===== src/rtl/tick_gen_pkg.sv =====
// rtl/tick_gen_pkg.sv - shared types and defaults for the tick enable generator
//
// Purpose: FSM state encoding and default parameter values shared by
// tick_enable_gen and step_debounce.
// Ports: none (package).

package tick_gen_pkg;

  // Encodings are fixed so that waveforms and any downstream debug taps
  // read the same on every build.
  typedef enum logic [1:0] {
    IDLE = 2'b00,
    RUN  = 2'b01,
    STEP = 2'b10
  } tick_state_e;

  localparam int DIV_W_DEF = 8;
  localparam int SYNC_DEF  = 2;
  localparam int DB_DEF    = 4;

endpackage


===== src/rtl/step_debounce.sv =====
// rtl/step_debounce.sv - push-button synchronizer, debouncer and rise detector
//
// Purpose: turns a raw, bouncy, asynchronous push-button into a single
// one-cycle event on each clean press.
// Ports:
//   clk       in   rising-edge clock
//   reset     in   synchronous active-high reset
//   step_btn  in   raw asynchronous push-button level
//   step_evt  out  registered one-cycle pulse on a debounced 0->1 transition

module step_debounce
  import tick_gen_pkg::*;
#(
  parameter int SYNC_STAGES = SYNC_DEF,
  parameter int DB_CYCLES   = DB_DEF
) (
  input  logic clk,
  input  logic reset,
  input  logic step_btn,
  output logic step_evt
);

  // The counter has to be able to hold DB_CYCLES itself.
  localparam int CNT_W = $clog2(DB_CYCLES + 1);

  logic [SYNC_STAGES-1:0] sync_q, sync_d;
  logic [CNT_W-1:0]       cnt_q, cnt_d;
  logic                   db_q, db_d;
  logic                   db_prev_q;
  logic                   evt_q, evt_d;
  logic                   synced;

  assign synced = sync_q[SYNC_STAGES-1];

  always_comb begin
    sync_d    = '0;
    sync_d[0] = step_btn;
    for (int i = 1; i < SYNC_STAGES; i++) begin
      sync_d[i] = sync_q[i-1];
    end
  end

  // The level only moves after the synced value has disagreed with it for
  // DB_CYCLES cycles and still disagrees; any agreement restarts the count,
  // so short glitches are simply absorbed.
  always_comb begin
    db_d  = db_q;
    cnt_d = cnt_q;
    if (synced == db_q) begin
      cnt_d = '0;
    end else if (cnt_q == CNT_W'(DB_CYCLES)) begin
      db_d  = synced;
      cnt_d = '0;
    end else begin
      cnt_d = cnt_q + CNT_W'(1);
    end
  end

  // Rise detect is registered so the event is a clean flop output.
  always_comb begin
    evt_d = db_q & ~db_prev_q;
  end

  always_ff @(posedge clk) begin
    if (reset) begin
      sync_q    <= '0;
      cnt_q     <= '0;
      db_q      <= 1'b0;
      db_prev_q <= 1'b0;
      evt_q     <= 1'b0;
    end else begin
      sync_q    <= sync_d;
      cnt_q     <= cnt_d;
      db_q      <= db_d;
      db_prev_q <= db_q;
      evt_q     <= evt_d;
    end
  end

  assign step_evt = evt_q;

endmodule


===== src/rtl/tick_enable_gen.sv =====
// rtl/tick_enable_gen.sv - enable-pulse source for the 2-bit T-flip-flop counter
//
// Purpose: drives the counter's T0 input with free-running pulses at a
// programmable rate (RUN), a single debounced push-button step (STEP), or
// nothing (IDLE).
// Ports:
//   clk       in   rising-edge clock
//   reset     in   synchronous active-high reset
//   start     in   level; IDLE -> RUN when high and stop is low
//   stop      in   level; RUN -> IDLE, also blocks start in IDLE
//   step_btn  in   raw asynchronous push-button
//   div       in   DIV_W; run period minus one, read live
//   T0        out  registered one-cycle enable to the counter
//   running   out  registered; high while in RUN
//   step_ack  out  registered; high with T0 for a step pulse only

module tick_enable_gen
  import tick_gen_pkg::*;
#(
  parameter int DIV_W       = DIV_W_DEF,
  parameter int SYNC_STAGES = SYNC_DEF,
  parameter int DB_CYCLES   = DB_DEF
) (
  input  logic             clk,
  input  logic             reset,
  input  logic             start,
  input  logic             stop,
  input  logic             step_btn,
  input  logic [DIV_W-1:0] div,
  output logic             T0,
  output logic             running,
  output logic             step_ack
);

  tick_state_e      state_q, state_d;
  logic [DIV_W-1:0] presc_q, presc_d;
  logic             t0_q, t0_d;
  logic             running_q, running_d;
  logic             ack_q, ack_d;
  logic             step_evt;
  logic             pulse_due;

  step_debounce #(
    .SYNC_STAGES (SYNC_STAGES),
    .DB_CYCLES   (DB_CYCLES)
  ) u_debounce (
    .clk      (clk),
    .reset    (reset),
    .step_btn (step_btn),
    .step_evt (step_evt)
  );

  // >= rather than == so that shrinking div below the current count fires
  // on the next cycle instead of waiting for a wrap.
  assign pulse_due = (presc_q >= div);

  // State, prescaler and output registers.
  always_ff @(posedge clk) begin
    if (reset) begin
      state_q   <= IDLE;
      presc_q   <= '0;
      t0_q      <= 1'b0;
      running_q <= 1'b0;
      ack_q     <= 1'b0;
    end else begin
      state_q   <= state_d;
      presc_q   <= presc_d;
      t0_q      <= t0_d;
      running_q <= running_d;
      ack_q     <= ack_d;
    end
  end

  // Next state and prescaler. Step events arriving outside IDLE are dropped.
  always_comb begin
    state_d = state_q;
    unique case (state_q)
      IDLE: begin
        if (start && !stop) begin
          state_d = RUN;
        end else if (step_evt) begin
          state_d = STEP;
        end
      end
      RUN: begin
        if (stop) begin
          state_d = IDLE;
        end
      end
      STEP: begin
        state_d = IDLE;
      end
      default: begin
        state_d = IDLE;
      end
    endcase
  end

  // Prescaler only advances while staying in RUN; every other path,
  // including RUN entry and exit, leaves it at zero.
  always_comb begin
    presc_d = '0;
    if ((state_q == RUN) && (state_d == RUN)) begin
      presc_d = pulse_due ? '0 : presc_q + DIV_W'(1);
    end
  end

  // Outputs are decoded from the next state and registered, so they change
  // on the same edge as the state. The RUN pulse also requires already
  // being in RUN: the entry edge never pulses, and a stop edge suppresses a
  // pulse that was due.
  always_comb begin
    t0_d      = 1'b0;
    running_d = 1'b0;
    ack_d     = 1'b0;
    unique case (state_d)
      RUN: begin
        running_d = 1'b1;
        t0_d      = (state_q == RUN) && pulse_due;
      end
      STEP: begin
        t0_d  = 1'b1;
        ack_d = 1'b1;
      end
      default: begin
        t0_d = 1'b0;
      end
    endcase
  end

  assign T0       = t0_q;
  assign running  = running_q;
  assign step_ack = ack_q;

endmodule

===== config.mk =====
export PLATFORM = sky130hd
export DESIGN_NAME = tick_enable_gen
export DESIGN_NICKNAME = d
export VERILOG_FILES = /design/src/rtl/tick_gen_pkg.sv /design/src/rtl/step_debounce.sv /design/src/rtl/tick_enable_gen.sv
export SDC_FILE = /design/constraint.sdc
export NUM_CORES = 1
export LEC_CHECK = 0
export ABC_AREA = 1
export BUFFER_PORTS_ARGS = -buffer_cell sky130_fd_sc_hd__buf_2
export CORE_UTILIZATION = 27
export DETAILED_ROUTE_END_ITERATION = 12
export PLACE_DENSITY = 0.5
export SLEW_MARGIN = 25
export SYNTH_ARGS = -nofsm -noshare
export SYNTH_HDL_FRONTEND = slang
export SYNTH_SLANG_ARGS = --single-unit

===== constraint.sdc =====
create_clock -name clk -period 2.69 [get_ports clk]
set_input_delay 0.269 -clock clk [delete_from_list [all_inputs] [get_ports clk]]
set_output_delay 0.269 -clock clk [all_outputs]
set_load 0.02 [all_outputs]

==> out/metrics.cfg <==
[status]
outcome=finished clean

[clock_network]
cts.sinks=21
hold_buffers=0
cts_setup_buffers=0
clk_path_buf_depth=2
cts_buffers=3
clk_pin_slew_ns=0.07
cts-root-buf=clkbuf_8
cts_resized=0
cts_max_level=1
cts_tree=built
clk-insertion-delay-late_ns=0.26

[timing]
setup_ws_ns=1.073
rsz0062_at_grt=no
fin_setup_tns_ns=0
relSlewSlack_pct=79.77
setup_viol=0
fin_worst_skew_ns=0.003466
slew_viol_final=0
max_freq_mhz=618.5
finalHoldViolations=0
post-route-min-period_ns=1.617
final.period_utilization_pct=60.11
worst_pin_slew_ns=0.3012

[yosys]
yosys-top-cells-area=dfxtp_1, ha_1, inv_1
ys_warn_count=0
synth.distinct_cells=21
netlist_top_cells_count=inv_1, nor2_1, dfxtp_1
avgSynthCellArea_um2=8.215
yosysSeqAreaShare_pct=39.67
synth_top_area_cell=dfxtp_1
ys.flop_type=dfxtp_1
yosysMostFrequentCell=inv_1
syn_nets=155
synthArstFlopShare_pct=0
synth_edf_count=0
syn_area_um2=1060
synthCells=129
synth.ff_latch_count=21
synth_top_area_share_pct=39.67

[grt]
grt_pass1_vias=771
grt_usage_pct=9.162
grt.overflow.total=0
grt_max_degree=13
antenna_found_initial=0
grt_pass1_wl_mm=2.939

[final_layout]
num_antenna_cells=0
area_growth_pct=16.65
layout.nets=174
drive_above_1_share_pct=18.37

[setup_path]
worstPathMaxFanout=3
arrival_ns=1.81
crit_top_cell=inv_1
critPathLaunchType=register
critPathBufInv=2
cpLargestDelayFamily=simple AND/OR/NAND/NOR gates
required_ns=2.88
crit_slowest_cell=dfxtp_1
cp-end-kind=register
max_stage_delay_ns=0.35
path_class=register to register
cp_cell_sequence=nor2_1, inv_1, nor3_1, inv_1, ha_1, or2_2, a21oi_1

[floorplan]
rows=22
die_area_um2=4180
die_x_um=64.65
boundaryPins=16
die_y_um=64.65
initial_core_util_pct=28.52
core_area_um2=3716

[route]
top_layer_used=met4
final_antenna_net_count=0
drtPass1Iterations=4
met1_length_um=759
dr_wl_met3_um=57
wl_met2_um=819
finalWirelength_mm=1.670
wl_per_cell_um=8.564
post_drt_via_cell_ratio=3.938
vias=768
drc_errors=0
drt_iter0_markers=32

[placement]
port_buffers=15
place_ws_ns=1.113
place.gp.congestion=0.6836
dpl.hpwl_mm=1.381

[flow_run]
max-cap-violations=0

[power_and_ir_drop]
p_total_uw=553.2
ir_worst_vdd_v=0.0002867
p_leak_nw=0.5909
p_per_area_nw_per_um2=447.5

[worst_hold_path]
hp-class=input pin to register

==> final timing paths <==
path | depth (start not counted) | endpoint | slack (ns) | start
max reg2reg | 7 | T0 | 1.07 | state_q[1]
min | 3 | u_debounce.sync_q[0] | 0.21 | step_btn
max | 7 | T0 | 1.07 | state_q[1]
min reg2reg | 1 | u_debounce.step_evt | 0.39 | u_debounce.db_prev_q
==> through the flow <==
step                area [um2]  std cells  hold WS [ns]  util (%)
floorplan                 1060        129        0.3732         -
global placement          1190        191        0.3796     32.02
detailed placement        1190        191        0.3821     32.02
CTS                       1236        195        0.2044     33.27
global route              1236        195        0.2397     33.27
finish                    1236        195        0.2106     33.27
==> tightest hold or removal path: stages <==
cell,delay [ns]
buf_2,0.07
inv_1,0.03
nor2_1,0.06
==> registers in the layout, indices dropped and copies added (netlist names) <==
name and flops:
T0 1, presc_q 8, u_debounce.sync_q 2, running 1, u_debounce.step_evt 1, u_debounce.cnt_q 3
step_ack 1, u_debounce.db_q 1, u_debounce.db_prev_q 1, state_q 2
==> placed cells by master (no fill, tap or decap), drive strengths merged <==
master	instances
or2	1
clkbuf	3
buf	15
nand2	15
xor2	5
nor3	3
o21a	1
nand3	4
dfxtp	21
a21o	1
nand3b	1
o21ai	1
clkinv	1
a21oi	3
nand4	1
xnor2	3
nor2	27
inv	28
ha	13
==> logic make-up (layout without fill, tap and decap cells) <==
logic type,Yosys count,after routing,synth area share (%)
AND/OR/NAND/NOR,52,52,24.68
adder cells (fa/ha/maj),13,13,15.35
flip-flops,21,21,39.67
AO/OA/AOI/OAI,6,6,3.305
XOR/XNOR,8,8,6.612
buffers and inverters,29,47,10.39
==> power by group <==
group	switching [mW]	internal, mW	total, mW
Combinational	0.0207	0.0165	0.0372
Sequential	0.00171	0.314	0.316
Clock	0.0972	0.103	0.200
==> per-layer routing <==
layer	up-vias	global-route usage [%]
met1	330	9.722
met5	-	0
li1	420	-
met2	14	16.58
met3	4	1.585
met4	0	5.833
==> cell type report <==
type                    instances  area (um2)
well taps                      48       60.06
clock inverters                 1       5.005
flip-flops and latches         21       420.4
fillers                       390        2480
inverters                      28       105.1
clock buffers                   3       41.29
multi-input cells              79       529.3
repair buffers                 15       75.07
(Power assumes the default switching activity.)
